## config.mk

```make
export PLATFORM = sky130hd
export DESIGN_NAME = slow_clk_meter
export DESIGN_NICKNAME = d
export VERILOG_FILES = /design/src/rtl/slow_clk_pkg.sv /design/src/rtl/sync_edge_det.sv /design/src/rtl/slow_clk_meter.sv
export SDC_FILE = /design/constraint.sdc
export NUM_CORES = 1
export LEC_CHECK = 0
export CORE_ASPECT_RATIO = 1.2
export CORE_UTILIZATION = 56
export DETAILED_ROUTE_END_ITERATION = 16
export GPL_ROUTABILITY_DRIVEN = 0
export PLACE_DENSITY = 0.78
export SYNTH_ARGS = -nofsm -noshare
export SYNTH_HDL_FRONTEND = slang
export SYNTH_SLANG_ARGS = --single-unit
```

## constraint.sdc

```tcl
create_clock -name clk -period 3.4 [get_ports clk]
set_input_delay 0.51 -clock clk [delete_from_list [all_inputs] [get_ports clk]]
set_output_delay 0.51 -clock clk [all_outputs]
set_load 0.005 [all_outputs]
```

## src/rtl/slow_clk_pkg.sv

```systemverilog
// Shared definitions for the slow clock generator/meter pair.
package slow_clk_pkg;

    typedef enum logic [1:0] {
        StIdle,
        StMeasure,
        StTrack,
        StStall
    } meter_state_e;

    localparam int unsigned DefaultCntW = 27;
    localparam int unsigned BaseClkHz   = 100_000_000;

endpackage

```

## src/rtl/sync_edge_det.sv

```systemverilog
// Two-flop synchronizer for a slow asynchronous input plus a delay flop for
// detecting both rising and falling edges.
module sync_edge_det (
    input  logic clk,
    input  logic rst_n,
    input  logic sig_in,
    output logic sig_s,
    output logic sig_edge
);

    logic sync1_q, sync2_q, sig_d_q;

    always_ff @(posedge clk or negedge rst_n) begin
        if (!rst_n) begin
            sync1_q <= 1'b0;
            sync2_q <= 1'b0;
            sig_d_q <= 1'b0;
        end else begin
            sync1_q <= sig_in;
            sync2_q <= sync1_q;
            sig_d_q <= sync2_q;
        end
    end

    assign sig_s    = sync2_q;
    assign sig_edge = sync2_q ^ sig_d_q;

endmodule

```

## src/rtl/slow_clk_meter.sv

```systemverilog
// Measures the half-period of a slow square wave in clk cycles and reports lock/stall.
// Define SLOW_CLK_METER_AVG_EN to report a 4-capture running average on half_period.
module slow_clk_meter
    import slow_clk_pkg::*;
#(
    parameter int unsigned CNT_W    = DefaultCntW,
    parameter int unsigned TIMEOUT  = 2**27 - 1,
    parameter int unsigned TOL      = 2,
    parameter int unsigned LOCK_CNT = 4
) (
    input  logic             clk,
    input  logic             resetSW_n,
    input  logic             sig_in,
    output logic [CNT_W-1:0] half_period,
    output logic             meas_valid,
    output logic             locked,
    output logic             stalled
);

    localparam int unsigned MatchW = $clog2(LOCK_CNT + 1);

    localparam logic [CNT_W-1:0]  CntMax     = '1;
    localparam logic [CNT_W-1:0]  CntOne     = CNT_W'(1);
    localparam logic [CNT_W-1:0]  TimeoutVal = CNT_W'(TIMEOUT);
    localparam logic [CNT_W-1:0]  TolVal     = CNT_W'(TOL);
    localparam logic [MatchW-1:0] LockVal    = MatchW'(LOCK_CNT);

    meter_state_e      state_q, state_d;
    logic [CNT_W-1:0]  cnt_q, cnt_d;
    logic [CNT_W-1:0]  raw_q, raw_d;
    logic [CNT_W-1:0]  hp_q, hp_d;
    logic [MatchW-1:0] match_q, match_d;
    logic              valid_q, valid_d;

    logic             sig_edge;
    logic             sig_s_unused;
    logic             capture;
    logic [CNT_W-1:0] cnt_inc;
    logic [CNT_W-1:0] diff;
    logic             timed_out;

    sync_edge_det u_sync_edge_det (
        .clk      (clk),
        .rst_n    (resetSW_n),
        .sig_in   (sig_in),
        .sig_s    (sig_s_unused),
        .sig_edge (sig_edge)
    );

    always_comb begin
        state_d   = state_q;
        cnt_d     = cnt_q;
        raw_d     = raw_q;
        match_d   = match_q;
        valid_d   = 1'b0;
        capture   = 1'b0;
        cnt_inc   = (cnt_q == CntMax) ? cnt_q : cnt_q + 1'b1;
        diff      = (cnt_q >= raw_q) ? (cnt_q - raw_q) : (raw_q - cnt_q);
        timed_out = (cnt_q >= TimeoutVal);

        case (state_q)
            StIdle: begin
                cnt_d = '0;
                if (sig_edge) begin
                    state_d = StMeasure;
                    cnt_d   = CntOne;
                end
            end
            StMeasure: begin
                if (sig_edge) begin
                    capture = 1'b1;
                    valid_d = 1'b1;
                    raw_d   = cnt_q;
                    cnt_d   = CntOne;
                    match_d = '0;
                    state_d = StTrack;
                end else if (timed_out) begin
                    cnt_d   = '0;
                    match_d = '0;
                    state_d = StStall;
                end else begin
                    cnt_d = cnt_inc;
                end
            end
            StTrack: begin
                if (sig_edge) begin
                    capture = 1'b1;
                    valid_d = 1'b1;
                    raw_d   = cnt_q;
                    cnt_d   = CntOne;
                    if (diff <= TolVal) begin
                        match_d = (match_q == LockVal) ? match_q : match_q + 1'b1;
                    end else begin
                        match_d = '0;
                    end
                end else if (timed_out) begin
                    cnt_d   = '0;
                    match_d = '0;
                    state_d = StStall;
                end else begin
                    cnt_d = cnt_inc;
                end
            end
            StStall: begin
                cnt_d   = '0;
                match_d = '0;
                // The interval ending at this edge started before the stall, so discard it.
                if (sig_edge) begin
                    state_d = StMeasure;
                    cnt_d   = CntOne;
                end
            end
            default: begin
                state_d = StIdle;
                cnt_d   = '0;
                match_d = '0;
            end
        endcase
    end

`ifdef SLOW_CLK_METER_AVG_EN
    logic [CNT_W-1:0] h0_q, h0_d, h1_q, h1_d, h2_q, h2_d;
    logic [CNT_W+1:0] sum;
    logic             fill;

    // First capture of a run seeds the whole window so early averages are not skewed.
    always_comb begin
        h0_d = h0_q;
        h1_d = h1_q;
        h2_d = h2_q;
        hp_d = hp_q;
        fill = (state_q == StMeasure);
        if (fill) begin
            sum = {cnt_q, 2'b00};
        end else begin
            sum = {2'b00, cnt_q} + {2'b00, h0_q} + {2'b00, h1_q} + {2'b00, h2_q};
        end
        if (capture) begin
            hp_d = sum[CNT_W+1:2];
            h0_d = cnt_q;
            h1_d = fill ? cnt_q : h0_q;
            h2_d = fill ? cnt_q : h1_q;
        end
    end

    always_ff @(posedge clk or negedge resetSW_n) begin
        if (!resetSW_n) begin
            h0_q <= '0;
            h1_q <= '0;
            h2_q <= '0;
        end else begin
            h0_q <= h0_d;
            h1_q <= h1_d;
            h2_q <= h2_d;
        end
    end
`else
    always_comb begin
        hp_d = capture ? cnt_q : hp_q;
    end
`endif

    always_ff @(posedge clk or negedge resetSW_n) begin
        if (!resetSW_n) begin
            state_q <= StIdle;
            cnt_q   <= '0;
            raw_q   <= '0;
            hp_q    <= '0;
            match_q <= '0;
            valid_q <= 1'b0;
        end else begin
            state_q <= state_d;
            cnt_q   <= cnt_d;
            raw_q   <= raw_d;
            hp_q    <= hp_d;
            match_q <= match_d;
            valid_q <= valid_d;
        end
    end

    assign half_period = hp_q;
    assign meas_valid  = valid_q;
    assign locked      = (match_q == LockVal);
    assign stalled     = (state_q == StStall);

endmodule

```

Yosys cells after proc, flatten, opt, wreduce, memory -nomap -nowiden
Index checks and enable logic that the tools add are counted.
{"block": "word_totals", "regBits": 90, "inputBits": 3, "output_inout_bits": 30, "elab_cells": 52}
{"block": "op_classes", "addsub": 4, "magnitude_cmp": 3, "eq_ne": 9, "n_mux": 19, "bitwise_logic": 1, "reduce_logical": 7}
{"operator": "27-bit 2-to-1 mux", "count": 4}
{"operator": "27-bit one-hot mux with 2 select lines", "count": 1}
{"operator": "27-bit subtractor", "count": 2}
{"operator": "27-bit by 1-bit adder with 27-bit output, second input constant", "count": 1}
{"operator": "27-bit equality test, second input constant", "count": 1}
{"operator": "27-bit greater-or-equal comparator", "count": 1}
{"operator": "27-bit greater-or-equal comparator, second input constant", "count": 1}
{"operator": "27-bit by 2-bit less-or-equal comparator with 1-bit output, second input constant", "count": 1}
{"operator": "3-bit 2-to-1 mux", "count": 5}
{"operator": "3-bit one-hot mux with 3 select lines", "count": 1}
{"operator": "2-bit 2-to-1 mux", "count": 4}
{"operator": "4-bit != test, second input constant", "count": 2}
{"operator": "2-bit one-hot mux with 3 select lines", "count": 1}
{"operator": "2-bit AND reduction", "count": 3}
{"operator": "2-bit equality test, second input constant", "count": 2}
{"operator": "2-bit OR reduction", "count": 2}
{"operator": "3-bit by 1-bit adder with 3-bit output, second input constant", "count": 1}
{"operator": "3-bit equality test, second input constant", "count": 1}
{"operator": "1-bit 2-to-1 mux", "count": 3}
{"operator": "3-bit nonzero test", "count": 1}
{"operator": "2-bit by 1-bit equality test with 1-bit output, second input constant", "count": 1}
{"operator": "2-bit zero test", "count": 1}
{"operator": "2-bit by 1-bit != test with 1-bit output, second input constant", "count": 1}
{"operator": "2-bit != test, second input constant", "count": 1}
{"operator": "1-bit XOR", "count": 1}

Longest topological paths before layout
{"block": "depth", "ltp_word": 6, "mapped_depth": 15, "depth_no_buf": 15}

Hierarchy
From an unflattened synthesis, not the netlist that was laid out.
{"block": "hier_totals", "hier_cells": 723, "area_unflattened_um2": 5823.1}
{"mod": "slow_clk_meter", "n_inst": 1, "cells_per_inst": 719, "area_each_um2": 5739.3}
{"mod": "sync_edge_det", "n_inst": 1, "cells_per_inst": 4, "area_each_um2": 83.8}

Least setup slack after synthesis
No wires, ideal clock.
{"block": "synth_timing", "path_type": "register -> register", "startpoint": "reg raw_q[1]", "endpoint": "reg match_q[0]", "setup_ns": 0.066, "t_arrival_ns": 3.695, "t_required_ns": 3.334, "path_slack_ns": -0.360, "path_stages_with_launch": 14, "path_buffers": 0, "period_less_slack_ns": 3.760, "path_cell_list": "dfrtp_1 inv_1 ha_1 nor2b_1 o311a_4 o311a_4 o31a_1 a21oi_4 nor2_4 or4_1 a22oi_1 nand4_1 o41ai_1 mux2_2"}
{"block": "synth_between", "elab_chain_cells": 6, "word_cells_on_any_way": 10, "classes_between": "2 x add/sub; 2 x order compare; 1 x eq/ne; 4 x mux; 1 x reduce/logical"}
{"element": "start: declaration", "line": "slow_clk_meter.sv:30", "source": "logic [CNT_W-1:0] raw_q, raw_d;"}
{"element": "start signal: assignment", "line": "slow_clk_meter.sv:174", "source": "raw_q <= raw_d;"}
{"element": "27-bit subtractor or 27-bit greater-or-equal comparator (tied branches)", "line": "slow_clk_meter.sv:58", "source": "diff = (cnt_q >= raw_q) ? (cnt_q - raw_q) : (raw_q - cnt_q);"}
{"element": "27-bit 2-to-1 mux *", "line": "slow_clk_meter.sv:58"}
{"element": "27-bit by 2-bit less-or-equal comparator with 1-bit output *", "line": "slow_clk_meter.sv:91", "source": "if (diff <= TolVal) begin"}
{"element": "3-bit 2-to-1 mux", "line": "slow_clk_meter.sv:91"}
{"element": "3-bit 2-to-1 mux", "line": "slow_clk_meter.sv:86", "source": "if (sig_edge) begin"}
{"element": "3-bit one-hot mux with 3 select lines", "line": "slow_clk_meter.sv:61", "source": "case (state_q)"}
{"element": "end signal: assignment", "line": "slow_clk_meter.sv:176", "source": "match_q <= match_d;"}
{"element": "end: declaration", "line": "slow_clk_meter.sv:32", "source": "logic [MatchW-1:0] match_q, match_d;"}
Mark *: on every way between the ends. The rest lies on a longest branch, timed or not.
A chain may end at the register's enable or synchronous reset.

Worst setup path in the final report
{"block": "layout_timing", "startpoint": "reg raw_q[0]", "endpoint": "reg match_q[0]"}
The elaborated chain is that of the path after synthesis.

==> metrics <==
status finished, violations left; failing checks negative setup slack; worst slew pin tran 0.8043 ns; peak supply drop 0.0004807 V; Hold Crit Class input port to async pin; Clock Tree Buf Depth 2; number of port buffers 32; fin worst setup slack -0.6641 ns; GRT busiest layer met2; Synth Instances 756; post-synthesis average cell area 7.883 sq um; Routed Antenna Nets 0; clock sinks 63; Post-synth EDFFs 0; Residual DRC 0; Worst-Skew Late Latency 0.34 ns; syn_nets 821; Top Ports 33; Async S/R FF share, synth 100.0%; grt ovf 0; Final period util 119.5%; Layout fillers 612; critical path type register to register; CTS tree done; Via density 6.269; clk root buf clkbuf_16; Cell Area, Placed 7636 sq um; r2r setup slk -0.66 ns; Synth area leaders dfrtp_1, ha_1, xnor2_1, o21ai_0, a21oi_1; GRT Total Usage 38.49%; pre-CTS setup slack -0.5031 ns; Synth warnings 0; Setup TNS -1.969 ns; unrepaired setup endpoints after global routing yes; layout cell share with drive strength beyond 1 25.32%; Std-Cell Rows 40; commonest cells in the netlist inv_1, nand2_1, dfrtp_1, o21ai_0, ha_1; die height 115.0 um; Setup crit start kind register; vias in the first global route 7015; Final Hold Vio Count 0; CP required 3.68 ns; chip width 96.17 um; Max Cap Viol 0; ys flop type dfrtp_1; CP arrival 4.35 ns; top cell type's share of synthesized area 26.45%; R2R Path Start raw_q[0]$_DFFE_PN0P_; area grow syn2layout 36.62%; clock buffer count from CTS 9; synthesized area 5959 sq um; 1st-iter DRT viols 817; maximum fanout along the worst path 3; worst r2r path cells 16; worst r2r dst match_q[0]$_DFFE_PN0P_; met3 Resource Use GR 9.656%; Synth cell types 63; cts hold-fix bufs 0; met1 Use GR 43.92%; PD cells 715.5 nW/um^2; met2 Usage GRT 63.03%; Rel. slew slack 46.25%; initial core utilization 58.66%; routed wire length 20.25 mm; vias 6733; routed wire length per instance 18.85 um; Worst Setup SP raw_q[0]$_DFFE_PN0P_; Finish-stage setup viols 3; fin area 8142 sq um; Max Clock Freq 246.1 MHz; Leak Pwr 3.841 nW; largest net degree at the start of global routing 35; Yosys reg bits 63; max-slew violations 0; post-layout util 80.14%; Finished Layout Cells 1074; # nets final 1009; Worst Clk Skew 0.005239 ns; first-pass GRT wire length 32.70 mm; Setup crit end kind register; Post-Place Cells 1052; diode count 0; Placeable Area 10160 sq um; most frequent cell after synthesis inv_1; Synth area leader dfrtp_1; htree depth 3; sequential-to-total area share from yosys stat 26.45%; antenna violations before repair 0; Die Area 11060 sq um; hpwl dp 14.76 mm; Critical Path End match_q[0]$_DFFE_PN0P_; min Tclk post-route 4.064 ns; number of iterations in the first detailed-routing pass 6; clock slew seen by the registers of the worst setup and hold paths 0.06 ns
cells in the final DEF, fill, tap and decap left out, types with 31 or more instances in the layout:
cell type / netlist / final
buf_4: 0 / 176
inv_1: 71 / 69
nand2_1: 69 / 69
dfrtp_1: 63 / 61
o21ai_0: 63 / 60
nor2_1: 57 / 56
a21oi_1: 59 / 56
ha_1: 60 / 56
xnor2_1: 40 / 40
clkdlybuf4s50_1: 0 / 31
power by group:
group / leakage (nW) / internal, mW / switching (mW) / total [mW]
Clock: 0.140 / 0.546 / 0.345 / 0.891
Sequential: 0.860 / 0.798 / 0.0482 / 0.846
Combinational: 2.84 / 1.89 / 2.20 / 4.09
logic make-up after synthesis:
family | share of synthesized area, %
multiplexers | 1.407
flip-flops | 26.45
AND/OR/NAND/NOR | 19.38
AO/OA/AOI/OAI | 25.07
XOR/XNOR | 7.642
adder cells (fa/ha/maj) | 13.27
buffers and inverters | 6.781
routing by layer:
metal | wire [um] | vias to the layer above
met4 | 1160 | 0
met1 | 7608 | 3154
met3 | 1628 | 122
met5 | 0 | -
li1 | - | 3065
met2 | 9849 | 392
state kept, by name, indices dropped and copies added (netlist names):
register and flops:
raw_q 27, match_q 3, u_sync_edge_det.sync1_q 1, u_sync_edge_det.sig_d_q 1
meas_valid 1, cnt_q 27, u_sync_edge_det.sig_s 1, state_q 2
worst min path at each step:
| stage | from | endpoint | cells after the start |
|---|---|---|---|
| 6_report | resetSW_n | raw_q[5]$_DFFE_PN0P_ | 1 |
| 3_5_place_dp | u_sync_edge_det.sync1_q$_DFF_PN0_ | u_sync_edge_det.sig_s$_DFF_PN0_ | 0 |
| 2_1_floorplan | resetSW_n | cnt_q[0]$_DFFE_PN0P_ | 0 |
| 3_3_place_gp | u_sync_edge_det.sync1_q$_DFF_PN0_ | u_sync_edge_det.sig_s$_DFF_PN0_ | 0 |
| 5_1_grt | resetSW_n | raw_q[5]$_DFFE_PN0P_ | 1 |
| 4_1_cts | resetSW_n | raw_q[5]$_DFFE_PN0P_ | 1 |
worst max-delay path: stages (launching register included):
cell and delay, ns:
dfrtp_1 0.39, inv_1 0.07, ha_2 0.18, inv_2 0.04, fa_2 0.35, nand3_1 0.15
a211oi_1 0.15, a211oi_2 0.53, xnor2_1 0.19, o2111ai_1 0.14, a2111o_1 0.39, or4_1 0.54
a22oi_2 0.14, nand4_1 0.13, buf_4 0.18, o41ai_4 0.23, mux2_4 0.20
cell type report:
type | count | area [sq um] | share of cell area (%)
Timing Repair Buffer | 209 | 1657 | 20.35
Tap cell | 126 | 157.7 | 1.936
Inverter | 71 | 269.0 | 3.304
Sequential cell | 63 | 1579 | 19.39
Multi-Input combinational cell | 590 | 4195 | 51.53
Clock inverter | 3 | 17.52 | 0.2152
Clock buffer | 12 | 266.5 | 3.273
stage by stage:
stage	hold slack, ns	power [mW]
CTS	0.2602	5.422
finish	0.2263	5.825
global placement	0.3323	4.149
floorplan	0.2144	3.038
global route	0.2979	6.146
detailed placement	0.3362	4.306
repair_timing:
item | CTS | global route
gates resized for setup | 14 | 21
pin swaps | 8 | 5
endpoints found under the setup margin | 3 | 3
setup buffers | 6 | 1
No activity file was read; power rests on OpenSTA's default activity.
